[src/rtl/fpga_rst_seq_if.sv]
// Reset sequencer board-side bundle: PLL lock and soft request in, reset lines and status out.
// Latency: none, this file only groups the wires.
// Backpressure: none; all signals are level-based.
interface fpga_rst_seq_if;
  logic       pll_locked_i;
  logic       soft_rst_req_i;
  logic       periph_rst_no;
  logic       soc_rst_no;
  logic [2:0] rst_state_o;
  logic       lock_lost_o;

  // Board/PLL side that drives lock and soft request and observes the resets
  modport master (
    output pll_locked_i,
    output soft_rst_req_i,
    input  periph_rst_no,
    input  soc_rst_no,
    input  rst_state_o,
    input  lock_lost_o
  );

  // Sequencer side
  modport slave (
    input  pll_locked_i,
    input  soft_rst_req_i,
    output periph_rst_no,
    output soc_rst_no,
    output rst_state_o,
    output lock_lost_o
  );
endinterface

[src/rtl/fpga_rst_seq.sv]
// Board reset sequencer: filters PLL lock, holds resets, then releases peripherals before the SoC.
// Latency: periph release SyncStages+LockFilterCycles+HoldCycles edges after release, SoC StaggerCycles later.
// Backpressure: none; lock loss forces both resets low, a soft request re-resets only the SoC.
module fpga_rst_seq #(
  parameter int LockFilterCycles = 1024,
  parameter int HoldCycles       = 256,
  parameter int StaggerCycles    = 16,
  parameter int SyncStages       = 2
) (
  input  logic          clk_i,
  input  logic          rst_ni,
  fpga_rst_seq_if.slave bus
);

  // Parameter legality is checked at elaboration so a bad build never reaches hardware
  if (LockFilterCycles < 1) begin : g_bad_lock_filter
    $error("LockFilterCycles must be >= 1");
  end
  if (HoldCycles < 1) begin : g_bad_hold
    $error("HoldCycles must be >= 1");
  end
  if (StaggerCycles < 1) begin : g_bad_stagger
    $error("StaggerCycles must be >= 1");
  end
  if (SyncStages < 2) begin : g_bad_sync
    $error("SyncStages must be >= 2");
  end

  localparam int MaxLh  = (LockFilterCycles > HoldCycles) ? LockFilterCycles : HoldCycles;
  localparam int MaxCyc = (MaxLh > StaggerCycles) ? MaxLh : StaggerCycles;
  localparam int CntW   = $clog2(MaxCyc) + 1;

  typedef logic [CntW-1:0] cnt_t;

  localparam cnt_t LockLast    = cnt_t'(LockFilterCycles - 1);
  localparam cnt_t HoldLast    = cnt_t'(HoldCycles - 1);
  localparam cnt_t StaggerLast = cnt_t'(StaggerCycles - 1);

  typedef enum logic [2:0] {
    WaitLock = 3'd0,
    Hold     = 3'd1,
    PeriphUp = 3'd2,
    Run      = 3'd3
  } state_e;

  logic [SyncStages-1:0] sync_q;
  logic                  lock_s;
  state_e                state_q, state_d;
  cnt_t                  cnt_q, cnt_d;
  logic                  lock_lost_q, lock_lost_d;
  logic                  periph_rst_nq, periph_rst_nd;
  logic                  soc_rst_nq, soc_rst_nd;

  // Bring the asynchronous PLL lock into the clock domain
  always_ff @(posedge clk_i or negedge rst_ni) begin
    if (!rst_ni) begin
      sync_q <= '0;
    end else begin
      sync_q <= {sync_q[SyncStages-2:0], bus.pll_locked_i};
    end
  end

  assign lock_s = sync_q[SyncStages-1];

  // Next-state, shared counter and output decode; counter clears on every transition
  always_comb begin
    state_d     = state_q;
    cnt_d       = cnt_q + cnt_t'(1);
    lock_lost_d = lock_lost_q;
    unique case (state_q)
      WaitLock: begin
        if (!lock_s) begin
          cnt_d = '0;
        end else if (cnt_q == LockLast) begin
          state_d = Hold;
          cnt_d   = '0;
        end
      end
      Hold: begin
        if (!lock_s) begin
          state_d = WaitLock;
          cnt_d   = '0;
        end else if (cnt_q == HoldLast) begin
          state_d = PeriphUp;
          cnt_d   = '0;
        end
      end
      PeriphUp: begin
        if (!lock_s) begin
          state_d = WaitLock;
          cnt_d   = '0;
        end else if (cnt_q == StaggerLast) begin
          state_d = Run;
          cnt_d   = '0;
        end
      end
      Run: begin
        // Lock loss outranks a simultaneous soft request
        if (!lock_s) begin
          state_d     = WaitLock;
          cnt_d       = '0;
          lock_lost_d = 1'b1;
        end else if (bus.soft_rst_req_i) begin
          state_d = PeriphUp;
          cnt_d   = '0;
        end else begin
          cnt_d = cnt_q;
        end
      end
      default: begin
        state_d = WaitLock;
        cnt_d   = '0;
      end
    endcase
    periph_rst_nd = (state_d == PeriphUp) || (state_d == Run);
    soc_rst_nd    = (state_d == Run);
  end

  // State, counter and registered reset outputs all update on the same edge
  always_ff @(posedge clk_i or negedge rst_ni) begin
    if (!rst_ni) begin
      state_q       <= WaitLock;
      cnt_q         <= '0;
      lock_lost_q   <= 1'b0;
      periph_rst_nq <= 1'b0;
      soc_rst_nq    <= 1'b0;
    end else begin
      state_q       <= state_d;
      cnt_q         <= cnt_d;
      lock_lost_q   <= lock_lost_d;
      periph_rst_nq <= periph_rst_nd;
      soc_rst_nq    <= soc_rst_nd;
    end
  end

  assign bus.periph_rst_no = periph_rst_nq;
  assign bus.soc_rst_no    = soc_rst_nq;
  assign bus.rst_state_o   = state_q;
  assign bus.lock_lost_o   = lock_lost_q;

endmodule

[src/flat_wrapper.sv]
// flat-port wrapper written by rule: the top's interface ports become plain ports
module fpga_rst_seq_flat 
#(
  parameter int LockFilterCycles = 1024,
  parameter int HoldCycles       = 256,
  parameter int StaggerCycles    = 16,
  parameter int SyncStages       = 2
)
  (clk_i, rst_ni, bus_pll_locked_i, bus_soft_rst_req_i, bus_periph_rst_no, bus_soc_rst_no, bus_rst_state_o, bus_lock_lost_o);
  fpga_rst_seq_if bus_i ();
  input  logic clk_i;
  input  logic rst_ni;
  input wire logic [$bits(bus_i.pll_locked_i)-1:0] bus_pll_locked_i;
  input wire logic [$bits(bus_i.soft_rst_req_i)-1:0] bus_soft_rst_req_i;
  output wire logic [$bits(bus_i.periph_rst_no)-1:0] bus_periph_rst_no;
  output wire logic [$bits(bus_i.soc_rst_no)-1:0] bus_soc_rst_no;
  output wire logic [$bits(bus_i.rst_state_o)-1:0] bus_rst_state_o;
  output wire logic [$bits(bus_i.lock_lost_o)-1:0] bus_lock_lost_o;
  assign bus_i.pll_locked_i = bus_pll_locked_i;
  assign bus_i.soft_rst_req_i = bus_soft_rst_req_i;
  assign bus_periph_rst_no = bus_i.periph_rst_no;
  assign bus_soc_rst_no = bus_i.soc_rst_no;
  assign bus_rst_state_o = bus_i.rst_state_o;
  assign bus_lock_lost_o = bus_i.lock_lost_o;
  fpga_rst_seq #(.LockFilterCycles(LockFilterCycles), .HoldCycles(HoldCycles), .StaggerCycles(StaggerCycles), .SyncStages(SyncStages)) u_core (.clk_i(clk_i), .rst_ni(rst_ni), .bus(bus_i));
endmodule
[config.mk]
export PLATFORM = sky130hd
export DESIGN_NAME = fpga_rst_seq_flat
export DESIGN_NICKNAME = d
export VERILOG_FILES = /design/src/rtl/fpga_rst_seq_if.sv /design/src/rtl/fpga_rst_seq.sv /design/src/flat_wrapper.sv
export SDC_FILE = /design/constraint.sdc
export NUM_CORES = 1
export LEC_CHECK = 0
export ABC_CLOCK_PERIOD_IN_PS = 2350
export BUFFER_PORTS_ARGS = -buffer_cell sky130_fd_sc_hd__buf_2
export CELL_PAD_IN_SITES_DETAIL_PLACEMENT = 0
export CELL_PAD_IN_SITES_GLOBAL_PLACEMENT = 1
export CORE_UTILIZATION = 44
export DETAILED_ROUTE_END_ITERATION = 10
export PLACE_DENSITY = 0.75
export SLEW_MARGIN = 20
export SYNTH_ARGS = -nofsm -noshare
export SYNTH_HDL_FRONTEND = slang
export SYNTH_SLANG_ARGS = --single-unit
[constraint.sdc]
create_clock -name clk_i -period 2.35 [get_ports clk_i]
set_clock_uncertainty 0.1 [all_clocks]
set_input_delay 0.47 -clock clk_i [delete_from_list [all_inputs] [get_ports clk_i]]
set_output_delay 0.47 -clock clk_i [all_outputs]
set_load 0.03 [all_outputs]
# Word level (Yosys, flattened, before mapping)
# Cells that the tools add are included.
[op_classes]
addsub = 1
eq_ne = 9
n_mux = 18
bitwise_logic = 1
reduce_logical = 3
[op_table]
columns = ["cell", "count"]
rows = [
  ["11-bit 2-to-1 mux", 8],
  ["11-bit case mux with 4 select lines", 1],
  ["3-bit 2-to-1 mux", 8],
  ["3-bit by 2-bit equality test with 1-bit output (second input constant)", 4],
  ["3-bit case mux with 4 select lines", 1],
  ["11-bit by 1-bit adder with 11-bit output (second input constant)", 1],
  ["11-bit by 10-bit equality test with 1-bit output (second input constant)", 1],
  ["11-bit by 4-bit equality test with 1-bit output (second input constant)", 1],
  ["11-bit by 8-bit equality test with 1-bit output (second input constant)", 1],
  ["3-bit by 1-bit equality test with 1-bit output (second input constant)", 1],
  ["3-bit zero test", 1],
  ["3-bit inequality test (second input constant)", 1],
  ["2-bit AND reduction", 1],
  ["1-bit logical OR", 1],
  ["1-bit inverter", 1],
]
[word_totals]
reg_bits = 19
out_inout_bits = 6

# Depth between registers and ports, before layout
# Gate-level depths: netlist of the first run.
[depth]
depth_word = 6
ltp_mapped = 6
mapped_depth_nobuf = 6

# Least setup slack after synthesis of the first run
# No wires, ideal clock.
[synth_path]
path_type = "register to register"
startpoint = "register u_core.cnt_q[0]"
endpoint = "register u_core.cnt_q[4]"
setup_ns = 0.096
t_arrival_ns = 1.772
t_required_ns = 2.154
setup_slack_ns = 0.382
path_stages_with_launch = 7
n_path_buf = 0
period_less_slack_ns = 1.968
cell_sequence = "dfrtp_1 ha_1 nand3_1 nor4_1 nor4_2 o21ai_4 o31ai_1"
[synth_via]
elab_chain_cells = 4
[synth_lines]
columns = ["element", "line", "text"]
rows = [
  ["from (decl)", "fpga_rst_seq.sv:49", "cnt_t cnt_q, cnt_d;"],
  ["from (signal assigned)", "fpga_rst_seq.sv:129", "cnt_q <= cnt_d;"],
  ["11-bit by 1-bit adder with 11-bit output (tied with other cells)", "fpga_rst_seq.sv:68", "cnt_d = cnt_q + cnt_t'(1);"],
  ["11-bit 2-to-1 mux, on equally long branches", "fpga_rst_seq.sv:92, fpga_rst_seq.sv:74, fpga_rst_seq.sv:83", ""],
  ["11-bit 2-to-1 mux, on equally long branches", "fpga_rst_seq.sv:89, fpga_rst_seq.sv:72, fpga_rst_seq.sv:80", ""],
  ["11-bit case mux with 4 select lines *", "fpga_rst_seq.sv:70", "unique case (state_q)"],
]
# Mark *: on every way between the ends. The rest lies on a longest branch, timed or not.
# A chain may end at the register's enable or synchronous reset.

# Worst setup path in the final report of the first run
# Ends and elaborated chain as after synthesis.

==> report_table.html, run 1 <==
<table>
<tr><th>Metric</th><th>Value</th></tr>
<tr><th colspan="2">Status</th></tr>
<tr><td>Status</td><td>completed</td></tr>
<tr><th colspan="2">Worst setup path</th></tr>
<tr><td>CP Class</td><td>reg -&gt; reg</td></tr>
<tr><td>Critical Path AT</td><td>2.26 ns</td></tr>
<tr><td>Crit path required time</td><td>2.47 ns</td></tr>
<tr><td>Slowest-stage cell, CP</td><td>nor4_2</td></tr>
<tr><td>Type of destination of the critical path</td><td>flip-flop</td></tr>
<tr><td>Max FO, Critical Path</td><td>9</td></tr>
<tr><td>Sequence of cells on the critical path</td><td>ha_1 &gt; nand3_1 &gt; nor4_1 &gt; nor4_2 &gt; o21ai_4 &gt; o31ai_1</td></tr>
<tr><td>Critical path launch point type</td><td>flip-flop</td></tr>
<tr><td>Delay of the slowest cell on the worst path</td><td>0.70 ns</td></tr>
<tr><td>FF-to-FF path depth</td><td>6</td></tr>
<tr><th colspan="2">Routing</th></tr>
<tr><td>Number of DRC markers in iteration 0</td><td>25</td></tr>
<tr><td>Remaining antenna violation count after routing</td><td>0</td></tr>
<tr><td>Count of unresolved DRC violations after routing</td><td>0</td></tr>
<tr><td>Routed wire length per instance</td><td>13.8 µm</td></tr>
<tr><td>Final routed wirelength across all metal layers</td><td>2190 µm</td></tr>
<tr><td>First drt pass iteration count</td><td>5</td></tr>
<tr><td>Routed via count</td><td>886</td></tr>
<tr><td>Vias per std cell</td><td>5.61</td></tr>
<tr><th colspan="2">Logic synthesis</th></tr>
<tr><td>Syn. warnings</td><td>0</td></tr>
<tr><td>Cell count after synthesis</td><td>114</td></tr>
<tr><td>Post-synth net total</td><td>119</td></tr>
<tr><td>Fraction of the yosys area taken by sequential cells</td><td>44.5%</td></tr>
<tr><td>Register bit total from synthesis</td><td>19</td></tr>
<tr><td>Count of distinct cell types in the synthesized netlist</td><td>40</td></tr>
<tr><td>Netlist area before placement</td><td>1070 µm²</td></tr>
<tr><td>Post-synthesis area per instance</td><td>9.37 µm²</td></tr>
<tr><th colspan="2">Min path</th></tr>
<tr><td>Type of the tightest min-delay check</td><td>in -&gt; reg</td></tr>
<tr><td>WHS Path Cells</td><td>1</td></tr>
<tr><th colspan="2">Pwr</th></tr>
<tr><td>Internal power summed over all cells</td><td>0.000402 W</td></tr>
<tr><td>Combinational fraction of design power</td><td>5.2%</td></tr>
<tr><td>Sequential cell fraction of total power</td><td>62.6%</td></tr>
<tr><td>Largest vdd supply drop</td><td>314 µV</td></tr>
<tr><td>Power density over the cells</td><td>445 nW/µm²</td></tr>
<tr><td>LEAKAGE</td><td>0.534 nW</td></tr>
<tr><td>Fraction of power consumed by the clock network</td><td>32.2%</td></tr>
<tr><td>Net switching power</td><td>0.000130 W</td></tr>
<tr><td>Net Sw Frac</td><td>24.5%</td></tr>
<tr><th colspan="2">GRT</th></tr>
<tr><td>Maximum number of pins on one net before global-route repair</td><td>20</td></tr>
<tr><td>Global routing met1 resource utilization</td><td>28.1%</td></tr>
<tr><td>Met2 capacity usage during global routing</td><td>30.0%</td></tr>
<tr><td>Antenna violations before repair</td><td>0</td></tr>
<tr><td>Wire length of the first global-routing pass</td><td>3820 µm</td></tr>
<tr><td>Global route total overflow</td><td>0</td></tr>
<tr><td>GRT busiest layer</td><td>met2</td></tr>
<tr><td>Aggregate global-route resource usage</td><td>19.9%</td></tr>
<tr><td>Vias in the first global route</td><td>807</td></tr>
<tr><td>Met3 usage in global routing</td><td>3.57%</td></tr>
<tr><th colspan="2">STA</th></tr>
<tr><td>Max_slew headroom</td><td>38.0%</td></tr>
<tr><td>Final Slew Violations</td><td>0</td></tr>
<tr><td>Setup Viol. Count Final</td><td>0</td></tr>
<tr><td>Final period utilization</td><td>91.3%</td></tr>
<tr><td>Post-route setup TNS</td><td>0 ns</td></tr>
<tr><td>Max Fclk</td><td>466 MHz</td></tr>
<tr><td>Shortest clock period the worst path allows after layout</td><td>2.14 ns</td></tr>
<tr><td>Number of hold violations in the final report</td><td>0</td></tr>
<tr><td>Final hold slack</td><td>0.159 ns</td></tr>
<tr><td>RSZ-0062 raised after global routing</td><td>false</td></tr>
<tr><td>Actual slew at the worst max-slew pin</td><td>0.922 ns</td></tr>
<tr><th colspan="2">Placement</th></tr>
<tr><td>Final GP Congestion</td><td>0.757</td></tr>
<tr><td>Detail Placement HPWL</td><td>1560 µm</td></tr>
<tr><td>Placed cells</td><td>153</td></tr>
<tr><td>Port buffer count</td><td>9</td></tr>
<tr><th colspan="2">Finish</th></tr>
<tr><td>Fraction of layout cells with a size suffix above 1</td><td>23.1%</td></tr>
<tr><td>Inserted Diodes</td><td>0</td></tr>
<tr><td>Fill cell total of the finished layout</td><td>214</td></tr>
<tr><td>Synth-to-Final Area Change</td><td>11.8%</td></tr>
<tr><td>Fin nets</td><td>136</td></tr>
<tr><td>Final Non-Filler Cells</td><td>158</td></tr>
<tr><th colspan="2">Run</th></tr>
<tr><td>Max-capacitance violation count</td><td>0</td></tr>
<tr><th colspan="2">CTS</th></tr>
<tr><td>Number of buffers inserted during clock tree synthesis</td><td>3</td></tr>
<tr><td>Clock buffer depth</td><td>2</td></tr>
<tr><td>Post-CTS setup buffer count</td><td>0</td></tr>
<tr><td>Number of clock sinks</td><td>19</td></tr>
<tr><td>Clock root buffer</td><td>clkbuf_4</td></tr>
<tr><td>Clock latency on the worst-skew pair</td><td>0.31 ns</td></tr>
<tr><td>CTS H-Tree Depth</td><td>1</td></tr>
<tr><td>Clock edge transition at the registers on the reported setup and hold paths</td><td>0.11 ns</td></tr>
<tr><td>CTS tree</td><td>yes</td></tr>
<tr><th colspan="2">Floorplanning</th></tr>
<tr><td>Horizontal extent of the die</td><td>51.3 µm</td></tr>
<tr><td>Cell row count</td><td>17</td></tr>
<tr><td>Area of the die</td><td>2630 µm²</td></tr>
<tr><td>Core area</td><td>2250 µm²</td></tr>
<tr><td>Overall die height</td><td>51.3 µm</td></tr>
<tr><td>Initial core utilization</td><td>47.4%</td></tr>
<tr><td>Io pins</td><td>10</td></tr>
</table>
[critical path, delay by kind of cell (launching register included)]
family	cells	cell delay, ns
AO/OA/AOI/OAI	2	0.38
flip-flops	1	0.43
AND/OR/NAND/NOR	3	0.89
adder cells (fa/ha/maj)	1	0.24
[final timing paths]
kind | slack, ns | to | start
worst min-delay path | 0.16 | u_core.sync_q[0] | bus_pll_locked_i
worst max register to register | 0.21 | u_core.cnt_q[4] | u_core.cnt_q[0]
worst max-delay path | 0.21 | u_core.cnt_q[4] | u_core.cnt_q[0]
min in group asynchronous | 0.52 | u_core.bus.periph_rst_no | rst_ni
worst min register to register | 0.27 | u_core.sync_q[1] | u_core.sync_q[0]
max in group asynchronous | 1.32 | u_core.cnt_q[7] | rst_ni
[timing repair]
action	CTS	global route
endpoints found under the setup margin	0	0
hold endpoints to repair	11	0
hold buffers	1	0
gates resized for setup	0	0
[layout make-up]
type                            instances  area, µm²  area share, %
Multi-Input combinational cell         88        549           46.0
Tap cell                               28       35.0           2.93
Clock inverter                          1       5.00          0.419
Clock buffer                            3       22.5           1.88
Sequential cell                        19        475           39.8
Timing Repair Buffer                   15       92.6           7.75
Inverter                                4       15.0           1.26
[state kept, by name, summed over array words and instances (netlist names)]
register                  flops
u_core.bus.soc_rst_no         1
u_core.sync_q                 2
u_core.bus.rst_state_o        3
u_core.cnt_q                 11
u_core.bus.periph_rst_no      1
u_core.bus.lock_lost_o        1
[metrics by stage]
| step | utilization, % | setup WS [ns] | area, µm² | power [W] |
|---|---|---|---|---|
| 6_report | 53.0 | 0.206 | 1190 | 0.000532 |
| 5_1_grt | 53.0 | 0.0140 | 1190 | 0.000554 |
| 3_5_place_dp | 51.3 | 0.243 | 1160 | 0.000367 |
| 3_3_place_gp | 51.3 | 0.206 | 1160 | 0.000366 |
| 2_1_floorplan | - | 0.382 | 1070 | 0.000355 |
| 4_1_cts | 53.0 | 0.200 | 1190 | 0.000542 |
[power by group through the flow]
stage	Clock [W]	Combinational (W)	Sequential (W)
floorplan	0	0.0000138	0.000341
global placement	0	0.0000268	0.000339
detailed placement	0	0.0000272	0.000339
CTS	0.000180	0.0000285	0.000333
global route	0.000188	0.0000313	0.000334
finish	0.000171	0.0000275	0.000333
[metal layers]
layer  wire (µm)  vias to the layer above
li1            -                      455
met1        1110                      407
met2         969                       20
met3          79                        4
met4          27                        0
met5           0                        -
[cells in the final DEF (no fill, tap or decap), types with 3 or more instances in the layout]
cell type / instances
a21oi_1: 3
buf_2: 9
buf_4: 5
clkbuf_4: 3
dfrtp_1: 19
inv_1: 4
nand2_1: 21
nand3_1: 5
nand4_1: 3
nor2_1: 7
nor3_1: 3
o211ai_1: 7
o21ai_0: 6
[cells by family after synthesis]
group	Yosys count	synth area share, %
simple gates	56	28.7
compound gates	30	21.2
flops	19	44.5
buf+inv	7	4.10
fa+ha+maj	1	1.17
other cells	1	0.351
[cell usage after synthesis]
cell	n	area, µm²
a211oi_1	1	7.51
a21o_1	2	15.0
a21o_2	1	8.76
a21oi_1	3	15.0
a221o_2	1	11.3
a221oi_1	1	8.76
a22oi_1	1	7.51
and2_1	1	6.26
and2b_2	1	8.76
and3_1	2	12.5
and4_1	1	8.76
and4_2	1	10.0
buf_6	1	11.3
clkbuf_1	1	3.75
clkbuf_8	1	13.8
conb_1	1	3.75
dfrtp_1	19	475
ha_1	1	12.5
inv_1	4	15.0
nand2_1	21	78.8
nand2b_1	2	12.5
nand3_1	5	25.0
nand4_1	3	18.8
nor2_1	7	26.3
nor3_1	3	15.0
nor3_2	1	10.0
nor3_4	1	16.3
nor4_1	1	6.26
nor4_2	1	12.5
o2111ai_1	2	17.5
o211ai_1	7	52.6
o21ai_0	6	30.0
o21ai_4	1	16.3
o221ai_1	1	8.76
o22ai_2	1	12.5
o31ai_1	2	15.0
or2b_2	2	17.5
or3_1	1	6.26
or3_2	1	7.51
or4_1	1	7.51
Power figures use the tool's default switching activity.
==> run 2, diff against run 1 <==
--- a/config.mk
+++ b/config.mk
@@ -9,6 +9,7 @@
 export BUFFER_PORTS_ARGS = -buffer_cell sky130_fd_sc_hd__buf_2
 export CELL_PAD_IN_SITES_DETAIL_PLACEMENT = 0
 export CELL_PAD_IN_SITES_GLOBAL_PLACEMENT = 1
+export CORE_ASPECT_RATIO = 1.4
 export CORE_UTILIZATION = 44
 export DETAILED_ROUTE_END_ITERATION = 10
 export PLACE_DENSITY = 0.75
==> report_table.html, run 2 (synthesis results as in run 1) <==
<table>
<tr><th>Metric</th><th>Value</th></tr>
<tr><th colspan="2">Placement</th></tr>
<tr><td>Detail Placement HPWL</td><td>1630 µm (+4.4%)</td></tr>
<tr><td>Port buffer count</td><td>9 (unchanged)</td></tr>
<tr><td>Final GP Congestion</td><td>0.765 (+1.0%)</td></tr>
<tr><td>Post-place setup slack</td><td>0.198 ns (-0.0453 ns)</td></tr>
<tr><th colspan="2">Worst setup path</th></tr>
<tr><td>Crit path required time</td><td>2.44 ns (-0.03 ns)</td></tr>
<tr><td>CP Class</td><td>reg -&gt; reg</td></tr>
<tr><td>Sequence of cells on the critical path</td><td>or4_1 &gt; nor3_4 &gt; o22ai_2 &gt; o21ai_4 &gt; o21ai_0</td></tr>
<tr><td>Max FO, Critical Path</td><td>9 (unchanged)</td></tr>
<tr><td>Dominant delay contributor by cell family on the critical path</td><td>simple AND/OR/NAND/NOR gates</td></tr>
<tr><td>Slowest-stage cell, CP</td><td>or4_1</td></tr>
<tr><td>Critical path launch point type</td><td>flip-flop</td></tr>
<tr><td>Critical Path AT</td><td>2.25 ns (about the same)</td></tr>
<tr><td>Count of buffering cells on the critical path with inverters included</td><td>0 (unchanged)</td></tr>
<tr><td>Delay of the slowest cell on the worst path</td><td>0.61 ns (-0.09 ns)</td></tr>
<tr><td>Type of destination of the critical path</td><td>flip-flop</td></tr>
<tr><th colspan="2">Finish</th></tr>
<tr><td>Final core occ</td><td>53.1% (+0.093 points)</td></tr>
<tr><td>Fin nets</td><td>135 (-0.74%)</td></tr>
<tr><td>Most common library cell in the layout ignoring fill and taps</td><td>nand2_1</td></tr>
<tr><td>Inserted Diodes</td><td>0 (unchanged)</td></tr>
<tr><td>Fraction of layout cells with a size suffix above 1</td><td>22.5% (-0.60 points)</td></tr>
<tr><td>Max reg flops</td><td>11 (unchanged)</td></tr>
<tr><td>Most frequent cells in the layout</td><td>nand2_1, dfrtp_1, buf_2, nor2_1, o211ai_1</td></tr>
<tr><td>Synth-to-Final Area Change</td><td>10.7%</td></tr>
<tr><td>Fill cell total of the finished layout</td><td>225 (+5.1%)</td></tr>
<tr><td>Largest reg by FF count</td><td>u_core.cnt_q</td></tr>
<tr><th colspan="2">CTS</th></tr>
<tr><td>Post-cts gate resize count</td><td>0 (unchanged)</td></tr>
<tr><td># hold bufs at CTS</td><td>1 (unchanged)</td></tr>
<tr><td>Post-CTS setup buffer count</td><td>0 (unchanged)</td></tr>
<tr><td>Number of clock sinks</td><td>19 (unchanged)</td></tr>
<tr><td>CTS H-Tree Depth</td><td>1 (unchanged)</td></tr>
<tr><td>Number of buffers inserted during clock tree synthesis</td><td>3 (unchanged)</td></tr>
<tr><td>Clock root buffer</td><td>clkbuf_4</td></tr>
<tr><td>Clock latency on the worst-skew pair</td><td>0.30 ns (about the same)</td></tr>
<tr><td>CTS tree</td><td>yes</td></tr>
<tr><td>Clock buffer depth</td><td>2 (unchanged)</td></tr>
<tr><td>Clock edge transition at the registers on the reported setup and hold paths</td><td>0.12 ns (about the same)</td></tr>
<tr><th colspan="2">Routing</th></tr>
<tr><td>Routed via count</td><td>915 (+3.3%)</td></tr>
<tr><td>Final routed wirelength across all metal layers</td><td>2290 µm (+4.7%)</td></tr>
<tr><td>Vias per std cell</td><td>6.06 (+8.1%)</td></tr>
<tr><td>Number of DRC markers in iteration 0</td><td>19 (-24%)</td></tr>
<tr><td>Routed wire length per instance</td><td>15.2 µm (+9.6%)</td></tr>
<tr><td>Count of unresolved DRC violations after routing</td><td>1 (+1)</td></tr>
<tr><td>Remaining antenna violation count after routing</td><td>0 (unchanged)</td></tr>
<tr><td>First drt pass iteration count</td><td>7 (+2)</td></tr>
<tr><th colspan="2">STA</th></tr>
<tr><td>Number of hold violations in the final report</td><td>0 (unchanged)</td></tr>
<tr><td>Max_slew headroom</td><td>38.8% (+0.78 points)</td></tr>
<tr><td>Post-route worst setup slack</td><td>0.193 ns (-0.0127 ns)</td></tr>
<tr><td>RSZ-0062 raised after global routing</td><td>false</td></tr>
<tr><td>Setup Viol. Count Final</td><td>0 (unchanged)</td></tr>
<tr><td>Max Fclk</td><td>464 MHz (-0.59%)</td></tr>
<tr><td>Actual slew at the worst max-slew pin</td><td>0.910 ns (-0.0116 ns)</td></tr>
<tr><td>Post-route setup TNS</td><td>0 ns (unchanged)</td></tr>
<tr><td>Shortest clock period the worst path allows after layout</td><td>2.16 ns (+0.0127 ns)</td></tr>
<tr><td>Final period utilization</td><td>91.8% (+0.54 points)</td></tr>
<tr><td>Final Slew Violations</td><td>0 (unchanged)</td></tr>
<tr><th colspan="2">GRT</th></tr>
<tr><td>Vias in the first global route</td><td>861 (+6.7%)</td></tr>
<tr><td>Antenna violations before repair</td><td>0 (unchanged)</td></tr>
<tr><td>Global route total overflow</td><td>0 (unchanged)</td></tr>
<tr><td>Maximum number of pins on one net before global-route repair</td><td>20 (unchanged)</td></tr>
<tr><td>Aggregate global-route resource usage</td><td>20.7% (+0.77 points)</td></tr>
<tr><td>Wire length of the first global-routing pass</td><td>3990 µm (+4.5%)</td></tr>
<tr><th colspan="2">Floorplanning</th></tr>
<tr><td>Initial core utilization</td><td>48.0% (+0.59 points)</td></tr>
<tr><td>Cell row count</td><td>20 (+3)</td></tr>
<tr><td>Core area</td><td>2230 µm² (-1.2%)</td></tr>
<tr><td>Overall die height</td><td>60.3 µm (+18%)</td></tr>
<tr><td>Horizontal extent of the die</td><td>43.7 µm (-15%)</td></tr>
<tr><td>Io pins</td><td>10 (unchanged)</td></tr>
<tr><td>Area of the die</td><td>2630 µm² (+0.10%)</td></tr>
<tr><th colspan="2">Status</th></tr>
<tr><td>Violations in the final reports</td><td>DRC</td></tr>
<tr><td>Status</td><td>finished, violations left</td></tr>
<tr><th colspan="2">Pwr</th></tr>
<tr><td>Power density over the cells</td><td>456 nW/µm² (+2.4%)</td></tr>
<tr><td>Total Power</td><td>0.000539 W (+1.3%)</td></tr>
<tr><td>LEAKAGE</td><td>0.525 nW (-1.7%)</td></tr>
<tr><td>Largest vdd supply drop</td><td>333 µV (+6.2%)</td></tr>
<tr><th colspan="2">Run</th></tr>
<tr><td>Max-capacitance violation count</td><td>0 (unchanged)</td></tr>
<tr><th colspan="2">Min path</th></tr>
<tr><td>Type of the tightest min-delay check</td><td>in -&gt; reg</td></tr>
</table>
-- run 2: cell count changes in the layout (fill, tap and decap cells not counted) --
cell / delta
buf_4: -1
clkinv_2: -1
clkinvlp_4: +1
-- run 2: path summary, 6_finish.rpt --
path	start	end	slack, ns	depth (start not counted)
min in group asynchronous	rst_ni	u_core.bus.periph_rst_no	0.53	2
setup reg to reg	u_core.cnt_q[4]	u_core.cnt_q[2]	0.19	5
max in group asynchronous	rst_ni	u_core.cnt_q[4]	1.33	2
hold / removal	bus_pll_locked_i	u_core.sync_q[0]	0.16	1
hold reg to reg	u_core.sync_q[0]	u_core.sync_q[1]	0.27	0
setup / recovery	u_core.cnt_q[4]	u_core.cnt_q[2]	0.19	5
-- run 2: worst reg2reg max path, delay by kind of cell, from the launching register on --
family | cells | cell delay, ns
AND/OR/NAND/NOR | 2 | 0.82
AO/OA/AOI/OAI | 3 | 0.65
flip-flops | 1 | 0.48
-- run 2: power by group --
| part | switching, W | leakage, nW | internal (W) |
|---|---|---|---|
| logic | 0.0000197 | 0.253 | 0.00000785 |
| registers | 0.00000296 | 0.258 | 0.000330 |
| clock network | 0.000113 | 0.0139 | 0.0000647 |
| total | 0.000136 | 0.525 | 0.000403 |
-- run 2: per-layer routing --
layer	global-route usage, %	vias up	part of all wire, %
li1	-	457	-
met1	27.0	443	45
met2	35.4	13	52
met3	1.81	2	2.2
met4	8.04	0	0.83
met5	0	-	0
-- run 2: layout make-up --
type	count	area, µm²	share of cell area [%]
clock buffer	3	22.5	1.90
tap	22	27.5	2.33
inverter	4	15.0	1.27
sequential	19	475	40.2
timing repair buffer	14	85.1	7.20
multi-input combinational	88	549	46.5
clock inverter	1	7.51	0.635
-- run 2: per-stage QoR --
stage | cell area [µm²] | hold slack, ns | cells
3_5_place_dp | 1140 | 0.248 | 146
3_3_place_gp | 1140 | 0.239 | 146
4_1_cts | 1180 | 0.161 | 151
2_1_floorplan | 1070 | 0.0744 | 114
5_1_grt | 1180 | 0.151 | 151
6_report | 1180 | 0.162 | 151
